==> config.mk <==
export PLATFORM = sky130hd
export DESIGN_NAME = free_index_allocator_flat
export DESIGN_NICKNAME = d
export VERILOG_FILES = /design/src/rtl/free_index_allocator_if.sv /design/src/rtl/free_index_allocator.sv /design/src/flat_wrapper.sv
export SDC_FILE = /design/constraint.sdc
export NUM_CORES = 1
export LEC_CHECK = 0
export ABC_AREA = 1
export BUFFER_PORTS_ARGS = -buffer_cell sky130_fd_sc_hd__buf_4
export CAP_MARGIN = 0
export CORE_UTILIZATION = 55
export DETAILED_ROUTE_END_ITERATION = 8
export PLACE_DENSITY = 0.75
export SLEW_MARGIN = 20
export SYNTH_ARGS = -nofsm -noshare
export SYNTH_HDL_FRONTEND = slang
export SYNTH_SLANG_ARGS = --single-unit
export TNS_END_PERCENT = 20
==> constraint.sdc <==
create_clock -name clk -period 2.55 [get_ports clk]
set_input_delay 0.51 -clock clk [delete_from_list [all_inputs] [get_ports clk]]
set_output_delay 0.51 -clock clk [all_outputs]
set_load 0.005 [all_outputs]
==> src/rtl/free_index_allocator_if.sv <==
// Port bundle for the free-index allocator: grant channel, release channel and status.
// The allocator takes the slave view; the slot owner or request logic takes the master view.
interface free_index_allocator_if #(
   parameter int NUM_ENTRIES = 8
);
   localparam int IDX_W = $clog2(NUM_ENTRIES);

   logic             flush;
   logic             alloc_valid;
   logic [IDX_W-1:0] alloc_index;
   logic             alloc_ready;
   logic             free_valid;
   logic [IDX_W-1:0] free_index;
   logic [IDX_W:0]   free_count;
   logic             all_free;
   logic             free_err;

   modport master (
      output flush,
      output alloc_ready,
      output free_valid,
      output free_index,
      input  alloc_valid,
      input  alloc_index,
      input  free_count,
      input  all_free,
      input  free_err
   );

   modport slave (
      input  flush,
      input  alloc_ready,
      input  free_valid,
      input  free_index,
      output alloc_valid,
      output alloc_index,
      output free_count,
      output all_free,
      output free_err
   );
endinterface

==> src/rtl/free_index_allocator.sv <==
// Owns the free/used bitmap of NUM_ENTRIES slots, offers one free index per cycle and
// accepts one release per cycle, with lowest-first or round-robin selection.
module free_index_allocator #(
   parameter int NUM_ENTRIES = 8,
   parameter int ROUND_ROBIN = 0
) (
   input  logic                  clk,
   input  logic                  rst_n,
   free_index_allocator_if.slave bus
);
   localparam int IDX_W = $clog2(NUM_ENTRIES);
   localparam int CNT_W = IDX_W + 1;
   localparam logic [CNT_W-1:0] NUM_C = CNT_W'(NUM_ENTRIES);

   logic [NUM_ENTRIES-1:0] bitmap_r;
   logic [IDX_W-1:0]       rr_ptr_r;
   logic [CNT_W-1:0]       free_count_r;
   logic                   all_free_r;
   logic                   free_err_r;

   logic                   alloc_valid_s;
   logic                   pick_found_s;
   logic [IDX_W-1:0]       pick_idx_s;
   logic [CNT_W-1:0]       cand_s;
   logic                   grant_s;
   logic                   in_range_s;
   logic                   slot_used_s;
   logic                   rel_legal_s;
   logic                   rel_illegal_s;
   logic [CNT_W-1:0]       next_ptr_s;
   logic [NUM_ENTRIES-1:0] bitmap_n_s;
   logic [IDX_W-1:0]       rr_ptr_n_s;
   logic [CNT_W-1:0]       free_count_n_s;
   logic                   free_err_n_s;

   assign alloc_valid_s = |bitmap_r;
   assign grant_s       = alloc_valid_s & bus.alloc_ready;

   // Select the offered slot: scan starts at 0 (lowest-first) or at rr_ptr with wrap.
   always_comb begin
      pick_found_s = 1'b0;
      pick_idx_s   = '0;
      cand_s       = '0;
      for (int k = 0; k < NUM_ENTRIES; k++) begin
         if (ROUND_ROBIN != 0) begin
            cand_s = {1'b0, rr_ptr_r} + CNT_W'(k);
         end else begin
            cand_s = CNT_W'(k);
         end
         if (cand_s >= NUM_C) begin
            cand_s = cand_s - NUM_C;
         end else begin
            cand_s = cand_s;
         end
         if (!pick_found_s && bitmap_r[cand_s[IDX_W-1:0]]) begin
            pick_found_s = 1'b1;
            pick_idx_s   = cand_s[IDX_W-1:0];
         end else begin
            pick_found_s = pick_found_s;
         end
      end
   end

   // Classify the release: only an in-range slot currently marked used may be returned.
   // A slot being granted this cycle is still free, so releasing it is illegal.
   always_comb begin
      in_range_s  = ({1'b0, bus.free_index} < NUM_C);
      slot_used_s = 1'b0;
      if (in_range_s) begin
         slot_used_s = ~bitmap_r[bus.free_index];
      end else begin
         slot_used_s = 1'b0;
      end
      rel_legal_s   = bus.free_valid & slot_used_s;
      rel_illegal_s = bus.free_valid & ~slot_used_s;
   end

   // Next-state computation; flush overrides both grant and release.
   always_comb begin
      bitmap_n_s     = bitmap_r;
      rr_ptr_n_s     = rr_ptr_r;
      free_count_n_s = free_count_r;
      free_err_n_s   = rel_illegal_s;
      next_ptr_s     = {1'b0, pick_idx_s} + CNT_W'(1);
      if (bus.flush) begin
         bitmap_n_s     = {NUM_ENTRIES{1'b1}};
         rr_ptr_n_s     = '0;
         free_count_n_s = NUM_C;
         free_err_n_s   = 1'b0;
      end else begin
         if (grant_s) begin
            bitmap_n_s[pick_idx_s] = 1'b0;
            if (next_ptr_s >= NUM_C) begin
               rr_ptr_n_s = '0;
            end else begin
               rr_ptr_n_s = next_ptr_s[IDX_W-1:0];
            end
         end else begin
            rr_ptr_n_s = rr_ptr_r;
         end
         // Grant and legal release always target different slots, so both can apply.
         if (rel_legal_s) begin
            bitmap_n_s[bus.free_index] = 1'b1;
         end else begin
            bitmap_n_s = bitmap_n_s;
         end
         case ({grant_s, rel_legal_s})
            2'b10:   free_count_n_s = free_count_r - CNT_W'(1);
            2'b01:   free_count_n_s = free_count_r + CNT_W'(1);
            default: free_count_n_s = free_count_r;
         endcase
      end
   end

   // State register with asynchronous reset to the all-free condition.
   always_ff @(posedge clk or negedge rst_n) begin
      if (!rst_n) begin
         bitmap_r     <= {NUM_ENTRIES{1'b1}};
         rr_ptr_r     <= '0;
         free_count_r <= NUM_C;
         all_free_r   <= 1'b1;
         free_err_r   <= 1'b0;
      end else begin
         bitmap_r     <= bitmap_n_s;
         rr_ptr_r     <= rr_ptr_n_s;
         free_count_r <= free_count_n_s;
         all_free_r   <= (free_count_n_s == NUM_C);
         free_err_r   <= free_err_n_s;
      end
   end

   assign bus.alloc_valid = alloc_valid_s;
   assign bus.alloc_index = pick_idx_s;
   assign bus.free_count  = free_count_r;
   assign bus.all_free    = all_free_r;
   assign bus.free_err    = free_err_r;

endmodule
==> src/flat_wrapper.sv <==
// flat-port wrapper written by rule: the top's interface ports become plain ports
module free_index_allocator_flat 
#(
   parameter int NUM_ENTRIES = 8,
   parameter int ROUND_ROBIN = 0
)
  (clk, rst_n, bus_flush, bus_alloc_ready, bus_free_valid, bus_free_index, bus_alloc_valid, bus_alloc_index, bus_free_count, bus_all_free, bus_free_err);
  free_index_allocator_if #(.NUM_ENTRIES(NUM_ENTRIES)) bus_i ();
  input  logic clk;
  input  logic rst_n;
  input wire logic [$bits(bus_i.flush)-1:0] bus_flush;
  input wire logic [$bits(bus_i.alloc_ready)-1:0] bus_alloc_ready;
  input wire logic [$bits(bus_i.free_valid)-1:0] bus_free_valid;
  input wire logic [$bits(bus_i.free_index)-1:0] bus_free_index;
  output wire logic [$bits(bus_i.alloc_valid)-1:0] bus_alloc_valid;
  output wire logic [$bits(bus_i.alloc_index)-1:0] bus_alloc_index;
  output wire logic [$bits(bus_i.free_count)-1:0] bus_free_count;
  output wire logic [$bits(bus_i.all_free)-1:0] bus_all_free;
  output wire logic [$bits(bus_i.free_err)-1:0] bus_free_err;
  assign bus_i.flush = bus_flush;
  assign bus_i.alloc_ready = bus_alloc_ready;
  assign bus_i.free_valid = bus_free_valid;
  assign bus_i.free_index = bus_free_index;
  assign bus_alloc_valid = bus_i.alloc_valid;
  assign bus_alloc_index = bus_i.alloc_index;
  assign bus_free_count = bus_i.free_count;
  assign bus_all_free = bus_i.all_free;
  assign bus_free_err = bus_i.free_err;
  free_index_allocator #(.NUM_ENTRIES(NUM_ENTRIES), .ROUND_ROBIN(ROUND_ROBIN)) u_core (.clk(clk), .rst_n(rst_n), .bus(bus_i));
endmodule
==> impl_metrics.json, run 1 <==
{
  "path_cells": "clkinvlp_4 -> nand2_1 -> nand3_2 -> nand2_4 -> nor2_8 -> nand2_4 -> inv_1 -> ha_2 -> fa_1 -> a21oi_1 -> o21ai_0 -> inv_1 -> nor3_1 -> nand2_1 -> inv_1",
  "cellLeakagePower_nw": 0.687,
  "setup_ws_ps": 197,
  "vias": 1036,
  "final_antenna_net_count": 0,
  "worst_ep_required_time_ps": 2790,
  "via_per_inst": 5.42,
  "hold_slack_ps": 53.7,
  "synth_edf_count": 0,
  "placed_cells_incl_taps": 185,
  "reg2reg_depth": 15,
  "cp.arrival_ps": 2590,
  "antenna_found_initial": 0,
  "area_growth_pct": 20.6,
  "post-route-util": 0.726,
  "peakVddDrop_mv": 0.371,
  "placed_area_mm2": 0.00122,
  "nets": 179,
  "cp-start-kind": "flop",
  "clock_sinks": 14,
  "ys_seq_area_frac": 0.342,
  "numPortBuffers": 17,
  "grt.overflow.total": 0,
  "path_clk_slew_ps": 90,
  "cts_tree": "yes",
  "cpMostUsedCell": "inv_1",
  "globalplace.congestion": 0.837,
  "die_area_mm2": 0.00211,
  "layout-drive-gt1-share": 0.325,
  "place_ws_ps": -1.87,
  "slew_violations": 0,
  "hold_buffers": 0,
  "yosysWarningCount": 0,
  "wire_per_inst_um": 12.3,
  "rsz0062_at_grt": "false",
  "totalNegativeSetupSlack_ps": 0,
  "grt_max_degree": 15,
  "drt_iter0_drc": 42,
  "ys.flop_type": "dfstp_2",
  "postLayoutCellArea_mm2": 0.00128,
  "final_cells": 191,
  "max_cap_viol_count": 0,
  "async_flop_share": 1.00,
  "hold_path_class": "input port to async pin",
  "dp_hpwl_mm": 1.77,
  "power.total_mw": 0.630,
  "core-area_mm2": 0.00176,
  "tightestPinTransition_ps": 355,
  "power_density_mw_per_mm2": 492,
  "insertedDiodeCount": 0,
  "yosysTopAreaCell": "dfstp_2",
  "slew_headroom": 0.763,
  "fmax_ghz": 0.425,
  "synth.area.top_cells": "dfstp_2 (25%), nand2_1 (10%), dfrtp_1 (9.4%)",
  "die_height_um": 45.9,
  "synth_cell_types": 30,
  "ys_ff_latch": 14,
  "finalClockSkew_ps": 5.71,
  "status": "completed",
  "io_pins": 18,
  "synthCells": 143,
  "grt_pass1_vias": 933,
  "path_class": "flop to flop",
  "timing_hold_violations_final": 0,
  "root_buffer": "clkbuf_4",
  "rows": 15,
  "start_util": 0.601,
  "period_needed_ps": 2350,
  "cts_buffer_depth": 2,
  "syn_area_mm2": 0.00106,
  "drc_errors": 0,
  "synth_top_area_frac": 0.248,
  "clk_latency_ps": 280,
  "h-tree-depth": 1,
  "wirelength_mm": 2.35,
  "die_w_um": 45.9,
  "numCtsBuffers": 3,
  "end_kind": "flop",
  "fin_crit_sh": 0.923,
  "crit_path_top_delay_cell": "dfstp_2",
  "synth_fp_nets": 155,
  "grt_usage": 0.261,
  "drt_pass1_iterations": 4,
  "grt_pass1_wl_mm": 3.91,
  "postSynthAreaPerCell_um2": 7.42,
  "crit_path_max_fanout": 4,
  "final-setup-viol-count": 0,
  "cp_slowest_stage_delay_ps": 570
}
==> routing by layer <==
| metal | part of all wire | global-route usage |
|---|---|---|
| met3 | 0.069 | 0.0397 |
| met2 | 0.49 | 0.479 |
| met5 | 0 | 0 |
| met1 | 0.42 | 0.307 |
| met4 | 0.020 | 0.0765 |
==> final cells by class <==
| type | count | area (um^2) |
|---|---|---|
| multi-input combinational | 97 | 567 |
| tap | 25 | 31.3 |
| fill | 168 | 484 |
| clock buffer | 4 | 36.3 |
| sequential | 14 | 363 |
| timing repair buffer | 22 | 165 |
| inverter | 29 | 118 |
==> repair_timing <==
action / in CTS / in global routing
setup endpoints to repair: 0 / 2
resized for setup: 0 / 3
buffers inserted: 0 / 2
==> cells in the mapped netlist (2+ instances only) <==
| master | number |
|---|---|
| xor2_1 | 2 |
| dfstp_2 | 10 |
| nand2_1 | 29 |
| nor2_1 | 7 |
| nand4_1 | 7 |
| nor2_2 | 2 |
| nand2_2 | 2 |
| dfrtp_1 | 4 |
| a21oi_1 | 4 |
| nand3_2 | 2 |
| inv_2 | 3 |
| o21ai_0 | 4 |
| o21ai_1 | 4 |
| ha_1 | 3 |
| nand3_1 | 19 |
| clkinv_1 | 2 |
| nand2_4 | 4 |
| inv_1 | 23 |
==> kinds of logic (layout without fill, tap and decap cells) <==
group,after synthesis,in the layout,share of synthesized area
buffers and inverters,32,55,0.126
adder cells (fa/ha/maj),4,4,0.0542
flip-flops,14,14,0.342
AO/OA/AOI/OAI,16,16,0.0861
XOR/XNOR,3,3,0.0248
AND/OR/NAND/NOR,74,74,0.367
==> sequential cells by signal (all words and copies together) (netlist names) <==
register	cells
u_core.bitmap_r	8
u_core.bus.free_count	4
u_core.bus.free_err	1
u_core.bus.all_free	1
==> cells in the final DEF (no fill, tap or decap), drive strengths merged, types with 2 or more instances in the layout <==
cell type and count:
nand4 7, o21ai 8, nand2 35, a21oi 4
dfrtp 4, dfstp 10, inv 27, nor2 10
clkbuf 4, nand3 21, buf 22, xor2 2
ha 3
==> power breakdown <==
part	switching [mW]	leakage (nW)	internal, mW
logic	0.107	0.509	0.0874
registers	0.0210	0.157	0.252
clock network	0.0751	0.0210	0.0869
==> path summary, 6_finish.rpt <==
check | slack (ps) | from | end
max | 200 | u_core.bitmap_r[5] | u_core.bus.all_free
min | 50 | rst_n | u_core.bus.free_count[1]
max reg2reg | 200 | u_core.bitmap_r[5] | u_core.bus.all_free
min reg2reg | 540 | u_core.bitmap_r[7] | u_core.bitmap_r[7]
max in group asynchronous | 2260 | rst_n | u_core.bitmap_r[2]
min in group clk | 500 | bus_flush | u_core.bus.free_count[0]
==> worst max-delay path: cells and delay by family (launching register included) <==
kind | cells | cell delay, ps
flops | 1 | 570
fa+ha+maj | 2 | 700
simple gates | 7 | 600
buf+inv | 4 | 280
compound gates | 2 | 140
(Power assumes the default switching activity.)
==> inputs of run 2 (changes only) <==
--- a/config.mk
+++ b/config.mk
@@ -8,9 +8,10 @@
 export ABC_AREA = 1
 export BUFFER_PORTS_ARGS = -buffer_cell sky130_fd_sc_hd__buf_4
 export CAP_MARGIN = 0
-export CORE_UTILIZATION = 55
+export CORE_ASPECT_RATIO = 0.6
+export CORE_UTILIZATION = 30
 export DETAILED_ROUTE_END_ITERATION = 8
-export PLACE_DENSITY = 0.75
+export PLACE_DENSITY = 0.45
 export SLEW_MARGIN = 20
 export SYNTH_ARGS = -nofsm -noshare
 export SYNTH_HDL_FRONTEND = slang
==> impl_metrics.json, run 2 (synthesis gave the netlist of run 1 again) <==
{
  "die_w_um": 78.8,
  "r2r_start": "u_core.bitmap_r[5]",
  "crit_end": "u_core.bus.all_free",
  "globalplace.congestion": 0.826,
  "dp_hpwl_mm": 2.18,
  "grt_pass1_vias": 869,
  "path_depth": 13,
  "n_fill_cell": 362,
  "worst_ep_required_time_ps": 2730,
  "cp.arrival_ps": 2570,
  "io_pins": 18,
  "path_class": "flop to flop",
  "h-tree-depth": 1,
  "cts_tree": "yes",
  "die_area_mm2": 0.00379,
  "reg2reg_depth": 13,
  "rsz0062_at_grt": "false",
  "end_kind": "flop",
  "status": "completed",
  "cp_slowest_stage_delay_ps": 530,
  "area_growth_pct": 30.3,
  "grt_use_met3": 0.0514,
  "final_cells": 220,
  "grt.busiest_layer": "met1",
  "tightestPinTransition_ps": 367,
  "layout-drive-gt1-share": 0.354,
  "grt_usage": 0.159,
  "rows": 16,
  "root_buffer": "clkbuf_8",
  "grt.overflow.total": 0,
  "cts_post_setup_buffers_inserted": 0,
  "numPortBuffers": 17,
  "antenna_found_initial": 0,
  "cts_buffer_depth": 2,
  "insertedDiodeCount": 0,
  "regMostFlops": "u_core.bitmap_r",
  "placed_cells_incl_taps": 216,
  "path_cells": "clkinv_1 -> buf_4 -> nand3_1 -> inv_2 -> nand2_4 -> nand2_4 -> ha_1 -> fa_1 -> xor2_1 -> a21oi_1 -> nor3_2 -> nand2_1 -> inv_1",
  "met2_usage": 0.209,
  "mostFrequentLayoutCell": "buf_4",
  "grt_pass1_wl_mm": 4.35,
  "critPathTopFamily": "adder cells",
  "clk_latency_ps": 240,
  "largest_register_ffs": 8,
  "power_density_mw_per_mm2": 483,
  "max_cap_viol_count": 0,
  "cellLeakagePower_nw": 0.740,
  "crit_path_top_delay_cell": "dfstp_2",
  "final-setup-viol-count": 0,
  "vias": 1013,
  "most-common-layout-cells": "buf_4 (31), nand2_1 (28), inv_1 (23), nand3_1 (19), dfstp_2 (10)",
  "peakVddDrop_mv": 0.201,
  "totalNegativeSetupSlack_ps": 0,
  "die_height_um": 48.1,
  "hold_buffers": 0,
  "drt_pass1_iterations": 4,
  "hold_path_class": "input port to async pin",
  "core-area_mm2": 0.00332,
  "period_needed_ps": 2390,
  "cp-start-kind": "flop",
  "regToRegEndpoint": "u_core.bus.all_free",
  "start_util": 0.319,
  "numCtsBuffers": 3,
  "drc_errors": 0,
  "wire_per_inst_um": 11.9,
  "via_per_inst": 4.60,
  "path_clk_slew_ps": 60,
  "clock_sinks": 14,
  "slew_violations": 0,
  "crit_buf_inv": 4,
  "slew_headroom": 0.755,
  "fmax_ghz": 0.418,
  "timing_hold_violations_final": 0,
  "grt_max_degree": 15,
  "drt_iter0_drc": 28,
  "cpMostUsedCell": "nand2_4",
  "ff2ff_setup_slack_ps": 160,
  "grt_util_met1": 0.249,
  "nets": 188,
  "final_antenna_net_count": 0,
  "post-route-util": 0.416,
  "wirelength_mm": 2.62,
  "crit_path_max_fanout": 4,
  "crit_start": "u_core.bitmap_r[5]",
  "post_cts_resize_count": 0,
  "fin_crit_sh": 0.937,
  "finalClockSkew_ps": 4.01
}
==> run 2: worst min path at each step <==
| stage | startpoint | to | slack [ps] | cells past startpoint |
|---|---|---|---|---|
| 2_1_floorplan | rst_n | u_core.bus.free_count[0] | 210 | 0 |
| 3_3_place_gp | rst_n | u_core.bus.free_err | 370 | 1 |
| 3_5_place_dp | rst_n | u_core.bus.free_count[1] | 370 | 1 |
| 4_1_cts | rst_n | u_core.bus.free_count[1] | 100 | 1 |
| 5_1_grt | rst_n | u_core.bus.free_err | 110 | 1 |
| 6_report | rst_n | u_core.bus.free_count[1] | 110 | 1 |
==> run 2: stage by stage <==
stage          hold WS (ps)  setup WS (ps)  instance area, um^2  total power [mW]
2_1_floorplan           214            216                 1060             0.397
3_3_place_gp            368            127                 1330             0.488
3_5_place_dp            373            100                 1330             0.488
4_1_cts                 104            127                 1380             0.679
5_1_grt                 105           17.0                 1380             0.728
6_report                108            160                 1380             0.668
==> run 2: where the power goes <==
part | total [mW] | leakage (nW) | switching [mW] | internal, mW
registers | 0.273 | 0.157 | 0.0205 | 0.253
clock network | 0.182 | 0.0228 | 0.0721 | 0.110
logic | 0.212 | 0.560 | 0.112 | 0.100
==> run 2: layer usage <==
layer	up-vias	routed length, um
li1	528	-
met1	466	1560
met2	19	946
met3	0	114
met4	0	0
met5	-	0
==> run 2: layout make-up <==
class	instances	area, um^2	share of cell area
Tap cell	45	56.3	0.0407
Clock buffer	4	45.0	0.0326
Multi-Input combinational cell	97	572	0.414
Timing Repair Buffer	31	233	0.168
Inverter	29	114	0.0824
Sequential cell	14	363	0.262
